### src/rtl/scan_mux.sv
// Registered N-channel data selector with manual select and dwell-timed round-robin scan.
// Optional macro SCAN_MUX_MASK_EN adds a per-channel mask that restricts which channels are scanned.
module scan_mux #(
  parameter int N     = 4,
  parameter int W     = 8,
  parameter int DWELL = 1,
  localparam int SW   = (N > 2) ? $clog2(N) : 1
) (
  input  logic          clk,
  input  logic          rst,
`ifdef SCAN_MUX_MASK_EN
  input  logic [N-1:0]  mask,
`endif
  input  logic [N*W-1:0] I,
  input  logic [SW-1:0] S,
  input  logic          en,
  input  logic          mode,
  input  logic          load,
  output logic [W-1:0]  Y,
  output logic [SW-1:0] ch,
  output logic          valid,
  output logic          wrap
);

  typedef enum logic [1:0] {ST_IDLE, ST_MANUAL, ST_SCAN} state_t;

  localparam logic [7:0] DWELL_LAST = 8'(DWELL - 1);

  state_t        state_q, state_d;
  logic [W-1:0]  y_q, y_d;
  logic [SW-1:0] ch_q, ch_d;
  logic [7:0]    cnt_q, cnt_d, cnt_eff;
  logic          valid_q, valid_d;
  logic          wrap_q, wrap_d;
  logic [N-1:0]  mask_eff;
  logic [SW-1:0] nxt_ch;

`ifdef SCAN_MUX_MASK_EN
  assign mask_eff = mask;
`else
  assign mask_eff = '1;
`endif

  // Out-of-range selects never match a channel and therefore read as zero.
  function automatic logic [W-1:0] pick(input logic [N*W-1:0] data, input logic [SW-1:0] sel);
    pick = '0;
    for (int k = 0; k < N; k++) begin
      if (SW'(k) == sel) pick = data[k*W +: W];
    end
  endfunction

  // Lowest enabled channel above ch_q, else lowest enabled channel overall (wrap).
  always_comb begin
    nxt_ch = '0;
    for (int k = N - 1; k >= 0; k--) begin
      if (mask_eff[k]) nxt_ch = SW'(k);
    end
    for (int k = N - 1; k >= 0; k--) begin
      if (mask_eff[k] && (SW'(k) > ch_q)) nxt_ch = SW'(k);
    end
  end

  always_comb begin
    state_d = ST_IDLE;
    if (en) state_d = mode ? ST_SCAN : ST_MANUAL;

    // A fresh scan entry always starts its dwell from zero.
    cnt_eff = (state_q == ST_SCAN) ? cnt_q : 8'd0;

    y_d     = y_q;
    ch_d    = ch_q;
    cnt_d   = cnt_q;
    valid_d = 1'b0;
    wrap_d  = 1'b0;

    case (state_d)
      ST_MANUAL: begin
        ch_d    = S;
        y_d     = pick(I, S);
        cnt_d   = 8'd0;
        valid_d = 1'b1;
      end
      ST_SCAN: begin
        if (load) begin
          ch_d    = S;
          y_d     = pick(I, S);
          cnt_d   = 8'd0;
          valid_d = 1'b1;
        end
`ifdef SCAN_MUX_MASK_EN
        else if (mask == '0) begin
          cnt_d = 8'd0;
        end
`endif
        else if (cnt_eff == DWELL_LAST) begin
          ch_d    = nxt_ch;
          y_d     = pick(I, nxt_ch);
          cnt_d   = 8'd0;
          valid_d = 1'b1;
          wrap_d  = (nxt_ch <= ch_q);
        end else begin
          y_d     = pick(I, ch_q);
          cnt_d   = cnt_eff + 8'd1;
          valid_d = 1'b1;
        end
      end
      default: ;
    endcase
  end

  always_ff @(posedge clk or posedge rst) begin
    if (rst) begin
      state_q <= ST_IDLE;
      y_q     <= '0;
      ch_q    <= '0;
      cnt_q   <= 8'd0;
      valid_q <= 1'b0;
      wrap_q  <= 1'b0;
    end else begin
      state_q <= state_d;
      y_q     <= y_d;
      ch_q    <= ch_d;
      cnt_q   <= cnt_d;
      valid_q <= valid_d;
      wrap_q  <= wrap_d;
    end
  end

  assign Y     = y_q;
  assign ch    = ch_q;
  assign valid = valid_q;
  assign wrap  = wrap_q;

endmodule

### config.mk
export PLATFORM = sky130hd
export DESIGN_NAME = scan_mux
export DESIGN_NICKNAME = d
export VERILOG_FILES = /design/src/rtl/scan_mux.sv
export SDC_FILE = /design/constraint.sdc
export NUM_CORES = 1
export LEC_CHECK = 0
export BUFFER_PORTS_ARGS = -buffer_cell sky130_fd_sc_hd__buf_2
export CAP_MARGIN = 20
export CORE_UTILIZATION = 30
export CTS_BUF_LIST = sky130_fd_sc_hd__clkbuf_4
export DETAILED_ROUTE_END_ITERATION = 8
export HOLD_SLACK_MARGIN = 0.08
export SKIP_LAST_GASP = 1
export SLEW_MARGIN = 20
export SYNTH_ARGS = -nofsm -noshare
export SYNTH_HDL_FRONTEND = slang
export SYNTH_SLANG_ARGS = --single-unit
export TNS_END_PERCENT = 1
### constraint.sdc
create_clock -name clk -period 2.8 [get_ports clk]
set_clock_uncertainty 0.1 [all_clocks]
set_input_delay 0.14 -clock clk [delete_from_list [all_inputs] [get_ports clk]]
set_output_delay 0.14 -clock clk [all_outputs]
set_load 0.005 [all_outputs]
; ---- Word-level counts from Yosys, hierarchy flattened
; Cells that the tools add are included.
[totals]
register_bits = 22
out_inout_bits = 12
word_cells = 64
[op_classes]
add_sub_neg = 1
magnitude_cmp = 5
n_eq_ne = 13
mux = 32
reduce_logical = 7
[ops]
columns = operator, n
row1 = 8-bit 2-to-1 mux, 17
row2 = 8-bit one-hot mux with 2 select lines, 2
row3 = 2-bit 2-to-1 mux, 8
row4 = "2-bit equality test, first input constant", 6
row5 = "8-bit by 1-bit adder with 8-bit output, second input constant", 1
row6 = 8-bit zero test, 1
row7 = "1-bit by 2-bit equality test with 1-bit output, first input constant", 3
row8 = 2-bit zero test, 3
row9 = "2-bit equality test, second input constant", 2
row10 = "1-bit by 2-bit > comparator with 1-bit output, first input constant", 2
row11 = "2-bit > comparator, first input constant", 2
row12 = 1-bit 2-to-1 mux, 4
row13 = 2-bit one-hot mux with 2 select lines, 1
row14 = "3-bit != test, second input constant", 1
row15 = "2-bit by 1-bit equality test with 1-bit output, second input constant", 1
row16 = 2-bit less-or-equal comparator, 1
row17 = 2-bit AND reduction, 1
row18 = 2-bit nonzero test, 1
row19 = 2-bit OR reduction, 1

; ---- Logic depth before layout (Yosys ltp)
; Gate-level depths: netlist of run 1.
[depth]
word_depth = 13
depth_mapped = 8
mapped_depth_nobuf = 7

; ---- Worst setup path after synthesis of run 1
; Ideal clock, no wire load.
[synth_timing]
kind = reg-to-reg
start = reg ch_q[0] (netlist: ch[0])
end = reg y_q[0] (netlist: Y[0])
setup_time_ps = 82
arrival_time_ps = 1861
required_time_ps = 2618
setup_slack_ps = 757
stages_incl_launch_ff = 9
path_buffers = 2
cell_sequence = dfrtp_1 -> inv_1 -> ha_1 -> clkbuf_2 -> nor2b_1 -> clkbuf_2 -> a221oi_1 -> or4_1 -> a31oi_1
[synth_between]
elab_chain_len = 13
[synth_rtl]
columns = element, line_no
row1 = "start, declared", 31  ; logic [SW-1:0] ch_q, ch_d;
row2 = "start signal, assigned", 122  ; ch_q <= ch_d;
row3 = 2-bit > comparator, 59  ; if (mask_eff[k] && (SW'(k) > ch_q)) nxt_ch = SW'(k);
row4 = 2-bit 2-to-1 mux (4 in series), 59
row5 = 2-bit zero test, 48  ; if (SW'(k) == sel) pick = data[k*W +: W];
row6 = 8-bit 2-to-1 mux (4 in series), 48
row7 = 8-bit 2-to-1 mux *, 95  ; else if (cnt_eff == DWELL_LAST) begin
row8 = 8-bit 2-to-1 mux *, 84  ; if (load) begin
row9 = 8-bit one-hot mux with 2 select lines *, 76  ; case (state_d)
row10 = "end signal, assigned", 121  ; y_q <= y_d;
row11 = "end, declared", 30  ; logic [W-1:0] y_q, y_d;
; Every way passes the cells marked *; elsewhere a longest branch is shown, timed or not.
; A chain may end at the register's enable or synchronous reset.

; ---- Final worst setup path of run 1
[layout_timing]
start = reg ch_q[1] (netlist: ch[1])
end = reg y_q[3] (netlist: Y[3])
; Same word-level chain as after synthesis.

==> results.ini, run 1 <==
[status]
status = finished clean

[logic_synthesis]
synth_top_area_share_pct = 30.7
synth_edf_count = 0
yosysTopAreaCell = dfrtp_1
yosys-top-cells-area = dfrtp_1 (31%), mux4_2 (10%), a221oi_1 (7.3%)
synth_seq_area_share_pct = 30.7
syn_nets = 233
syn_area_um2 = 1800
ys.flop_type = dfrtp_1
avgSynthCellArea_um2 = 9.60
yosys.cell_types.count = 45
async_flop_share_pct = 100
synth_cells = 187
ys_warn_count = 0
synth_seq_cells = 22

[sta]
fin_tns_setup_ns = 0
fin_crit_ns = 2.36
finalMaxSlewViolations = 0
hold_violations = 0
tightest_slew_ns = 0.902
finalSetupViolCount = 0
max_freq_ghz = 0.424
rsz0062_at_grt = no
relSlewSlack_pct = 39.8
post-route-period-util_pct = 84.2

[finish]
layout-drive-gt1-share_pct = 30.4
multi_input_area_um2 = 1150
n_antenna_cell = 0
fillers = 589
area_delta_synth_final_pct = 20.6
regArea_um2 = 551
design_area_um2 = 2170
layout_commonest_cell = buf_2
nets = 277
final_cell_mix = buf_2 (50), dfrtp_1 (22), o22ai_1 (19)

[route]
via_per_inst = 5.99
num_vias = 1808
wl_um = 5600
routedWlPerCell_um = 18.5
drtAntennaViolNets = 0
drtIter0Drc = 181
drc = 0
drt_pass1_iterations = 5

[placed_design]
place_area_um2 = 2090
dp_hpwl_um = 3990
place_congestion = 0.874
io_buffers = 50

[clock_network]
cts_setup_buffers = 0
hold_buffers = 2
clkTransAtPathRegs_ns = 0.14
cts_inserted_buffers = 3
cts_resized = 0
h-tree-depth = 1
cts.sinks = 22
cts_tree = done
clock_latency_ns = 0.32
clockBufferDepth = 2
cts_root_buf = clkbuf_4

[grt]
grt_max_degree = 29
grt_use_total_pct = 18.3
first_global_vias = 1735
overflow = 0
grt_first_pass_wirelength_um = 8890
antenna_found_initial = 0

[floorplanning]
die_h_um = 79.4
initial_core_util_pct = 31.8
fp.dieW_um = 79.4
core_um2 = 5640
rows = 27
io_pins = 51
dieArea_um2 = 6300

[pwr]
power_uw = 947
vdd_drop_max_v = 0.000201
power.leakage_nw = 0.928
power_density_nw_per_um2 = 437

[worst_setup_path]
cp_max_fo = 12
cp-end-kind = flop
crit_type = flop to flop
worstSetupStartpointType = flop
critical_path_arrival_ns = 2.52
worstPathRequired_ns = 2.96

[min_path]
hold_class = primary input to flop

[run]
cap_viol_max_count = 0

per-layer routing:
| metal | part of all wire (%) | global-route usage, % |
|---|---|---|
| met1 | 46 | 27.6 |
| met2 | 45 | 27.1 |
| met3 | 8.0 | 1.95 |
| met4 | 1.0 | 5.64 |
| met5 | 0 | 0 |
registers in the layout, indices dropped and copies added (netlist names):
register / cells
valid: 1
cnt_q: 8
Y: 8
ch: 2
state_q: 2
wrap: 1
power breakdown:
group          switching [mW]  total (mW)  internal, mW
clock                   0.115       0.260         0.145
combinational           0.175       0.327         0.152
sequential             0.0179       0.360         0.342
Yosys cell counts (all sizes together) (3+ instances only):
| library cell | number |
|---|---|
| o22ai | 19 |
| dfrtp | 22 |
| nor3 | 14 |
| inv | 6 |
| o31a | 6 |
| nand2b | 4 |
| clkbuf | 14 |
| nor2b | 7 |
| or3 | 3 |
| a221oi | 15 |
| nor2 | 5 |
| o21ai | 3 |
| a211o | 3 |
| ha | 7 |
| nand2 | 7 |
| o22a | 6 |
| mux4 | 8 |
| and3 | 3 |
| a22oi | 3 |
per-stage QoR:
| step | utilization, % | worst slack, ns | cells | hold WS (ns) |
|---|---|---|---|---|
| global placement | 37.1 | 0.453 | 296 | 0.251 |
| CTS | 38.4 | 0.458 | 302 | 0.0967 |
| floorplan | - | 0.757 | 187 | 0.0292 |
| detailed placement | 37.1 | 0.496 | 296 | 0.249 |
| finish | 38.4 | 0.444 | 302 | 0.107 |
| global route | 38.4 | 0.321 | 302 | 0.106 |
final timing paths:
path	cells after the start	startpoint	to	slack (ns)
max	6	ch[1]	Y[3]	0.44
min	2	en	valid	0.11
max reg2reg	6	ch[1]	Y[3]	0.44
min reg2reg	1	cnt_q[4]	cnt_q[4]	0.49
max in group asynchronous	3	rst	Y[3]	1.62
min in group asynchronous	3	rst	Y[2]	0.43
worst max-delay path, cell delays in order (launching register included):
cell and delay (ns):
dfrtp_1 0.45, inv_1 0.12, ha_1 0.35, nor2b_1 0.57, a221oi_1 0.16, or3_1 0.38
a31oi_1 0.16
final cells by class:
class	instances	share of cell area [%]
Timing Repair Buffer	55	13.5
Tap cell	72	4.16
Sequential cell	22	25.4
Clock buffer	3	1.04
Multi-Input combinational cell	142	53.3
Clock inverter	1	1.39
Inverter	7	1.21
logic make-up (layout without fill, tap and decap cells):
family                   after synthesis  in the layout  synth area share (%)
multiplexers                           9              9                  10.6
buffers and inverters                 23             66                  5.09
AO/OA/AOI/OAI                         68             68                  29.1
AND/OR/NAND/NOR                       58             58                  19.7
flip-flops                            22             22                  30.7
adder cells (fa/ha/maj)                7              7                  4.88
Power figures use the tool's default switching activity.
==> run 2, diff against run 1 <==
==> constraint.sdc (replaced) <==
create_clock -name clk -period 2.3 [get_ports clk]
set_clock_uncertainty 0.1 [all_clocks]
set_input_delay 0.115 -clock clk [delete_from_list [all_inputs] [get_ports clk]]
set_output_delay 0.115 -clock clk [all_outputs]
set_load 0.005 [all_outputs]
==> run 2 against run 1 <==
Compared with the run above: hold slack worse by 0.012 ns; non-clock buffer count up 6; maximum frequency up 7.9%; clock-buffer cell count unchanged; design area up 2.3%; clock power up 18%; flip-flop and latch count unchanged; sequential share of layout area down 0.56 points; sequential power up 22%; core utilization up 0.86 points; critical path type unchanged.
==> results.ini, run 2 (synthesized netlist as in run 1, its figures left out) <==
[finish]
layout-drive-gt1-share_pct = 33.1
layout_commonest_cell = buf_2
final_cell_mix = buf_2 (50), dfrtp_1 (22), o22ai_1 (19)
n_antenna_cell = 0
fillers = 573
area_delta_synth_final_pct = 23.3
nets = 283

[worst_setup_path]
critical_path_arrival_ns = 2.30
crit_type = flop to flop
worstPathRequired_ns = 2.41
r2r_slack_ns = 0.12
cp_max_fo = 8
cp-end-kind = flop
worstSetupStartpointType = flop

[clock_network]
clkTransAtPathRegs_ns = 0.14
clock_latency_ns = 0.31
cts_tree = done
h-tree-depth = 1
cts_inserted_buffers = 3
cts_root_buf = clkbuf_4
clockBufferDepth = 2
cts.sinks = 22

[grt]
first_global_vias = 1841
antenna_found_initial = 0
grt_max_degree = 29
overflow = 0
grt_use_total_pct = 18.4
grt_first_pass_wirelength_um = 9030

[placed_design]
place_congestion = 0.822
io_buffers = 50
dp_hpwl_um = 4030
preCtsSetupSlack_ns = 0.0985

[sta]
tightest_slew_ns = 0.848
max_freq_ghz = 0.458
post-route-period-util_pct = 94.9
finalSetupViolCount = 0
setup_slack_ns = 0.117
fin_tns_setup_ns = 0
finalMaxSlewViolations = 0
fin_crit_ns = 2.18
relSlewSlack_pct = 43.4
hold_violations = 0
hold-worst-slack_ns = 0.0948

[floorplanning]
rows = 27
initial_core_util_pct = 31.8
fp.dieW_um = 79.4
io_pins = 51
core_um2 = 5640
dieArea_um2 = 6300
die_h_um = 79.4

[route]
num_vias = 1865
drtAntennaViolNets = 0
routedWlPerCell_um = 17.9
wl_um = 5520
via_per_inst = 6.06
drc = 0
drt_pass1_iterations = 5
drtIter0Drc = 150

[run]
cap_viol_max_count = 0

[min_path]
hold_class = primary input to flop

[pwr]
power_density_nw_per_um2 = 520
power.leakage_nw = 0.959
vdd_drop_max_v = 0.000205

[status]
status = finished clean

==> run 2: cell count changes in the layout (fill, tap and decap cells not counted) <==
cell	previous run	this run
a22o_2	0	1
ha_2	0	1
a22o_1	1	0
buf_4	3	9
ha_1	7	6
==> run 2: repair_timing <==
item	CTS	global route
buffers inserted	0	2
setup endpoints to repair	0	11
gates resized for setup	0	2
hold buffers	2	0
hold endpoints to repair	24	0
==> run 2: worst paths after layout <==
path,cells after the start,end,startpoint
hold reg to reg,1,cnt_q[4],cnt_q[4]
setup reg to reg,7,Y[6],ch[1]
min in group asynchronous,3,Y[0],rst
max in group asynchronous,3,cnt_q[4],rst
setup / recovery,7,Y[6],ch[1]
hold / removal,2,valid,en
==> run 2: layer usage <==
metal  global-route usage [%]  share of wire [%]
met1                     26.0                 44
met2                     26.6                 43
met3                     4.48                 11
met4                     7.45                1.7
met5                        0                  0
==> run 2: critical path, cell delays in order, from the launching register on <==
cell	delay, ns
dfrtp_1	0.46
inv_1	0.15
ha_1	0.35
nor2b_1	0.18
buf_4	0.19
a221oi_1	0.29
nor3_1	0.09
o31a_1	0.28
==> run 2: power breakdown <==
| part | switching [mW] | internal (mW) |
|---|---|---|
| registers | 0.0213 | 0.417 |
| clock network | 0.131 | 0.176 |
| logic | 0.216 | 0.191 |
| total | 0.368 | 0.784 |
==> run 2: layout make-up <==
class / instances / area (um2) / share of cell area, %
Tap cell: 72 / 90.1 / 4.07
Timing Repair Buffer: 61 / 338 / 15.3
Inverter: 7 / 26.3 / 1.19
Clock buffer: 3 / 22.5 / 1.02
Sequential cell: 22 / 551 / 24.9
Clock inverter: 1 / 30.0 / 1.36
Multi-Input combinational cell: 142 / 1160 / 52.3
==> run 2: through the flow <==
step | utilization [%] | cells | power, mW | area, um2
floorplan | - | 187 | 0.698 | 1800
global placement | 37.6 | 300 | 0.843 | 2120
detailed placement | 37.6 | 300 | 0.843 | 2120
CTS | 38.9 | 306 | 1.15 | 2200
global route | 39.3 | 308 | 1.22 | 2210
finish | 39.3 | 308 | 1.15 | 2210
